--- src/rtl/ucie_sb_tx_serializer.sv ---
// UCIe sideband TX serializer: round-robin arbitration of NUM_CH packets, shifted out LSB-first with forwarded-clock enable.
// Handshake in cycle t gives bit0 in t+1; in_ready only in IDLE, so clients are stalled through SHIFT and the enforced gap.
module ucie_sb_tx_serializer #(
   parameter int NUM_CH     = 4,
   parameter int PKT_W      = 64,
   parameter int MIN_GAP_UI = 32,
   parameter int GAP_W      = 8,
   parameter int CNT_W      = 16,
   parameter int CH_W       = (NUM_CH > 1) ? $clog2(NUM_CH) : 1
) (
   input  logic                      clk,
   input  logic                      reset,
   input  logic [NUM_CH-1:0]         in_valid,
   output logic [NUM_CH-1:0]         in_ready,
   input  logic [NUM_CH*PKT_W-1:0]   in_data,
   input  logic [GAP_W-1:0]          gap_cfg,
   output logic                      SBTX_DATA,
   output logic                      sbtx_clk_en,
   output logic                      busy,
   output logic [CNT_W-1:0]          pkt_count,
   output logic [CH_W-1:0]           last_ch
);

   localparam int GAP_MAX = (1 << GAP_W) - 1;
   localparam int TMAX_A  = (PKT_W > MIN_GAP_UI) ? PKT_W : MIN_GAP_UI;
   localparam int TMAX    = (TMAX_A > GAP_MAX) ? TMAX_A : GAP_MAX;
   localparam int TW      = $clog2(TMAX + 1);

   typedef enum logic [1:0] {
      S_IDLE  = 2'd0,
      S_SHIFT = 2'd1,
      S_GAP   = 2'd2
   } state_t;

   state_t             r_state;
   logic [TW-1:0]      r_cnt;
   logic [PKT_W-1:0]   r_shreg;
   logic [CH_W-1:0]    r_rr_ptr;
   logic [CH_W-1:0]    r_last_ch;
   logic               r_sbtx_data;
   logic               r_clk_en;
   logic [CNT_W-1:0]   r_pkt_count;

   logic               w_grant_vld;
   logic [CH_W-1:0]    w_grant;
   logic [CH_W-1:0]    w_idx;
   logic [PKT_W-1:0]   w_grant_dat;
   logic               w_accept;
   logic [TW-1:0]      w_gap_eff;

   // First valid channel strictly after the last winner, wrapping around.
   always_comb begin
      w_grant_vld = 1'b0;
      w_grant     = '0;
      w_idx       = '0;
      for (int i = 1; i <= NUM_CH; i++) begin
         w_idx = CH_W'((int'(r_rr_ptr) + i) % NUM_CH);
         if (!w_grant_vld && in_valid[w_idx]) begin
            w_grant_vld = 1'b1;
            w_grant     = w_idx;
         end
      end
   end

   always_comb begin
      w_grant_dat = '0;
      for (int c = 0; c < NUM_CH; c++) begin
         if (w_grant == CH_W'(c)) begin
            w_grant_dat = in_data[c*PKT_W +: PKT_W];
         end
      end
   end

   assign w_accept  = (r_state == S_IDLE) && !reset && w_grant_vld;
   assign w_gap_eff = (TW'(gap_cfg) > TW'(MIN_GAP_UI)) ? TW'(gap_cfg) : TW'(MIN_GAP_UI);

   // r_cnt counts down to zero in SHIFT (PKT_W cycles) and GAP (G-1 cycles).
   always_ff @(posedge clk) begin
      if (reset) begin
         r_state     <= S_GAP;
         r_cnt       <= TW'(MIN_GAP_UI - 2);
         r_shreg     <= '0;
         r_rr_ptr    <= CH_W'(NUM_CH - 1);
         r_last_ch   <= '0;
         r_sbtx_data <= 1'b0;
         r_clk_en    <= 1'b0;
         r_pkt_count <= '0;
      end else begin
         case (r_state)
            S_IDLE: begin
               if (w_accept) begin
                  r_state     <= S_SHIFT;
                  r_cnt       <= TW'(PKT_W - 1);
                  r_shreg     <= w_grant_dat >> 1;
                  r_sbtx_data <= w_grant_dat[0];
                  r_clk_en    <= 1'b1;
                  r_rr_ptr    <= w_grant;
                  r_last_ch   <= w_grant;
               end
            end
            S_SHIFT: begin
               if (r_cnt == '0) begin
                  r_state     <= S_GAP;
                  r_cnt       <= w_gap_eff - TW'(2);
                  r_sbtx_data <= 1'b0;
                  r_clk_en    <= 1'b0;
                  r_pkt_count <= r_pkt_count + CNT_W'(1);
               end else begin
                  r_cnt       <= r_cnt - TW'(1);
                  r_sbtx_data <= r_shreg[0];
                  r_shreg     <= r_shreg >> 1;
               end
            end
            S_GAP: begin
               if (r_cnt == '0) begin
                  r_state <= S_IDLE;
               end else begin
                  r_cnt <= r_cnt - TW'(1);
               end
            end
            default: begin
               r_state     <= S_GAP;
               r_cnt       <= TW'(MIN_GAP_UI - 2);
               r_sbtx_data <= 1'b0;
               r_clk_en    <= 1'b0;
            end
         endcase
      end
   end

   assign in_ready    = w_accept ? (NUM_CH'(1) << w_grant) : '0;
   assign SBTX_DATA   = r_sbtx_data;
   assign sbtx_clk_en = r_clk_en;
   assign busy        = (r_state != S_IDLE);
   assign pkt_count   = r_pkt_count;
   assign last_ch     = r_last_ch;

endmodule
--- config.mk ---
export PLATFORM = sky130hd
export DESIGN_NAME = ucie_sb_tx_serializer
export DESIGN_NICKNAME = d
export VERILOG_FILES = /design/src/rtl/ucie_sb_tx_serializer.sv
export SDC_FILE = /design/constraint.sdc
export NUM_CORES = 1
export LEC_CHECK = 0
export CORE_MARGIN = 3
export CORE_UTILIZATION = 35
export CTS_BUF_LIST = sky130_fd_sc_hd__clkbuf_8
export DETAILED_ROUTE_END_ITERATION = 8
export PLACE_DENSITY_LB_ADDON = 0.25
export SLEW_MARGIN = 5
export SYNTH_ARGS = -nofsm -noshare
export SYNTH_HDL_FRONTEND = slang
export SYNTH_SLANG_ARGS = --single-unit
--- constraint.sdc ---
create_clock -name clk -period 5.1 [get_ports clk]
set_clock_uncertainty 0.05 [all_clocks]
set_input_delay 0.765 -clock clk [delete_from_list [all_inputs] [get_ports clk]]
set_output_delay 0.765 -clock clk [all_outputs]
set_load 0.1 [all_outputs]
==> reports/results.txt <==
status = completed
Yosys Warn Count = 0
asr flop ratio synth = 0
synthesized area = 6850 um^2
initial antenna violation count = 1
Synth Flop Type = dfxtp_1
PwrDens = 168 nW/um^2
CTS Buf Count = 9
max-slew violation total from the final report = 0
post-synthesis register bit count = 95
sink of the worst hold path = r_shreg[3]$_SDFFE_PP0P_
row cnt = 50
RSZ-0062 raised after global routing = false
Synth Area per Inst = 8.38 um^2
vias per inst = 5.51
Worst Setup Path Type = input pin to output port
Mapped Nets = 1091
vias in the first global route = 7217
leakage power = 3.56 nW
Final Worst Setup Slack = 1.28 ns
critical path data arrival time = 3.01 ns
Worst-Skew Late Latency = 0.39 ns
Final Hold Viols = 0
drt first pass iters = 5
GRT overflow = 0
RePlAce Congestion = 0.839
Crit. End Element = output port
largest net degree at the start of global routing = 53
Area Growth Syn to Fin = 48.0%
most area-consuming cells after synthesis = dfxtp_1 (28%), mux2_1 (13%), a221oi_1 (5.6%), a22oi_1 (4.9%), o21ai_1 (3.9%)
Yosys cell types = 70
Tot GR Track Use = 0.224
Crit path required time = 4.28 ns
NumNets Final = 1333
R2R depth = 6
Core ar. = 19000 um^2
final setup vio count = 0
clock sink count = 95
register clock-pin slew on the reported worst setup and hold paths = 0.09 ns
Reg2Reg Setup Slack = 2.24 ns
Placed Instances = 1308
pre-CTS worst setup slack = 1.23 ns
total power = 1.70 mW
final wirelength = 24600 um
share of cells above drive strength 1 = 0.0677
worst reg2reg path endpoint = r_shreg[49]$_SDFFE_PP0P_
global-route wire length before repair = 39100 um
CTS tree = built
sequential area share after synthesis = 0.278
vias = 7299
drt wl/cell = 18.5 um
reg2reg start = r_rr_ptr[0]$_SDFFE_PP1P_
design area = 10100 um^2
die height = 146 um
final cell count without fillers = 1325
Hold WS = 0.399 ns
post-CTS setup buffer count = 0
DRC = 0
I/O pin total = 295
hold path start = r_shreg[3]$_SDFFE_PP0P_
CTS H-tree depth = 3
post-CTS sizing = 0
DIE AREA = 21300 um^2
Max-slew headroom = 0.273
max frequency = 0.262 GHz
VDD IR max = 96.2 uV
CTS root buffer = clkbuf_8
cts hold-fix bufs = 0
detailed placement HPWL = 18200 um
Period minus WS final = 3.82 ns
hold depth = 2
Buffers on Ports = 294
Final Core Density = 0.534
largest area contributor in the netlist = dfxtp_1
Startpoint Class = input pin
post-route ant nets = 0
Min-Delay Path Class = register to register
worst slew pin tran = 1.08 ns
area share of the largest cell type after synthesis = 0.278
number of enable flip-flop cells after synthesis = 0
initial drt markers = 380
DIE WIDTH = 146 um
worst-path fanout max = 8
Placement Cell Area = 9930 um^2
MaxCap Viol Count = 0
Mapped Cells = 817
post-route setup TNS = 0 ns
Period Utilization, post-route = 0.749
initial core utilization = 0.361
Max Buffers Root-to-Sink = 2
layout make-up:
type | count | area (um^2)
clock inverter | 7 | 72.6
clock buffer | 9 | 124
timing repair buffer | 308 | 3070
tap | 260 | 325
inverter | 29 | 109
sequential | 95 | 1900
fill | 1807 | 8830
multi-input combinational | 616 | 4520
antenna | 1 | 2.50
how the worst max path moves through the flow:
stage | from | endpoint | slack [ns] | cells after the start
5_1_grt | in_valid[1] | in_ready[2] | 1.05 | 6
3_3_place_gp | in_valid[3] | r_shreg[49]$_SDFFE_PP0P_ | 1.27 | 7
3_5_place_dp | in_valid[3] | r_shreg[49]$_SDFFE_PP0P_ | 1.23 | 7
6_report | in_valid[1] | in_ready[2] | 1.28 | 6
4_1_cts | in_valid[1] | in_ready[2] | 1.28 | 6
2_1_floorplan | in_valid[2] | in_ready[1] | 0.51 | 7
Yosys cell counts, types with 8 or more instances:
| library cell | count |
|---|---|
| nor2b_1 | 11 |
| a211oi_1 | 12 |
| o21ai_0 | 30 |
| nand4_1 | 12 |
| o31ai_1 | 14 |
| buf_2 | 26 |
| nand2_1 | 46 |
| a22oi_1 | 45 |
| nand3_1 | 11 |
| a21boi_1 | 8 |
| mux2_2 | 18 |
| mux2_1 | 78 |
| a21oi_1 | 48 |
| a311oi_1 | 11 |
| clkbuf_1 | 40 |
| o21ai_1 | 53 |
| mux2i_1 | 24 |
| a221oi_1 | 44 |
| dfxtp_1 | 95 |
| inv_1 | 28 |
| nor2_1 | 36 |
| a31oi_1 | 8 |
| xor2_1 | 13 |
critical path: stages:
cell and delay (ns):
clkdlybuf4s50_1 0.51, nor4_1 0.96, or2_1 0.30, nor2_4 0.08, and3_1 0.22, buf_12 0.17
where the power goes:
part	total (mW)	internal (mW)	switching, mW
Combinational	0.421	0.267	0.154
Sequential	0.749	0.744	0.00471
Clock	0.528	0.229	0.299
Total	1.70	1.24	0.458
per-layer routing:
metal / track usage / wire length (um) / vias up
met5: 0 / 0 / -
met4: 0.0598 / 389 / 0
met3: 0.0371 / 1320 / 25
met2: 0.384 / 12200 / 223
met1: 0.292 / 10600 / 3462
li1: - / - / 3589
logic make-up after synthesis:
kind of cell / count (synthesis) / synth area share
AOI/OAI and AO/OA: 301 / 0.298
adders and majority gates: 4 / 0.00731
DFF: 95 / 0.278
muxes: 120 / 0.193
xor gates and xnor gates: 16 / 0.0205
buffers and inverters: 106 / 0.0685
and+or+nand+nor: 175 / 0.135
sequential cells by signal, summed over array words and instances (netlist names):
| signal | count |
|---|---|
| SBTX_DATA | 1 |
| last_ch | 2 |
| pkt_count | 16 |
| r_cnt | 8 |
| r_rr_ptr | 2 |
| r_shreg | 63 |
| r_state | 2 |
| sbtx_clk_en | 1 |
layout by cell type, fill, tap and decap left out, drive strengths merged, types with 9 or more instances in the layout:
cell and count:
xor2 13, nor2b 11, o31ai 14, nand4 12
mux2 96, o21ai 84, a211oi 13, buf 19
inv 32, a22oi 45, dfxtp 95, clkbuf 9
nand3 11, a311oi 11, nor2 37, mux2i 24
nand2 46, a21oi 50, a221oi 44, clkdlybuf4s50 289
(Power assumes the default switching activity.)
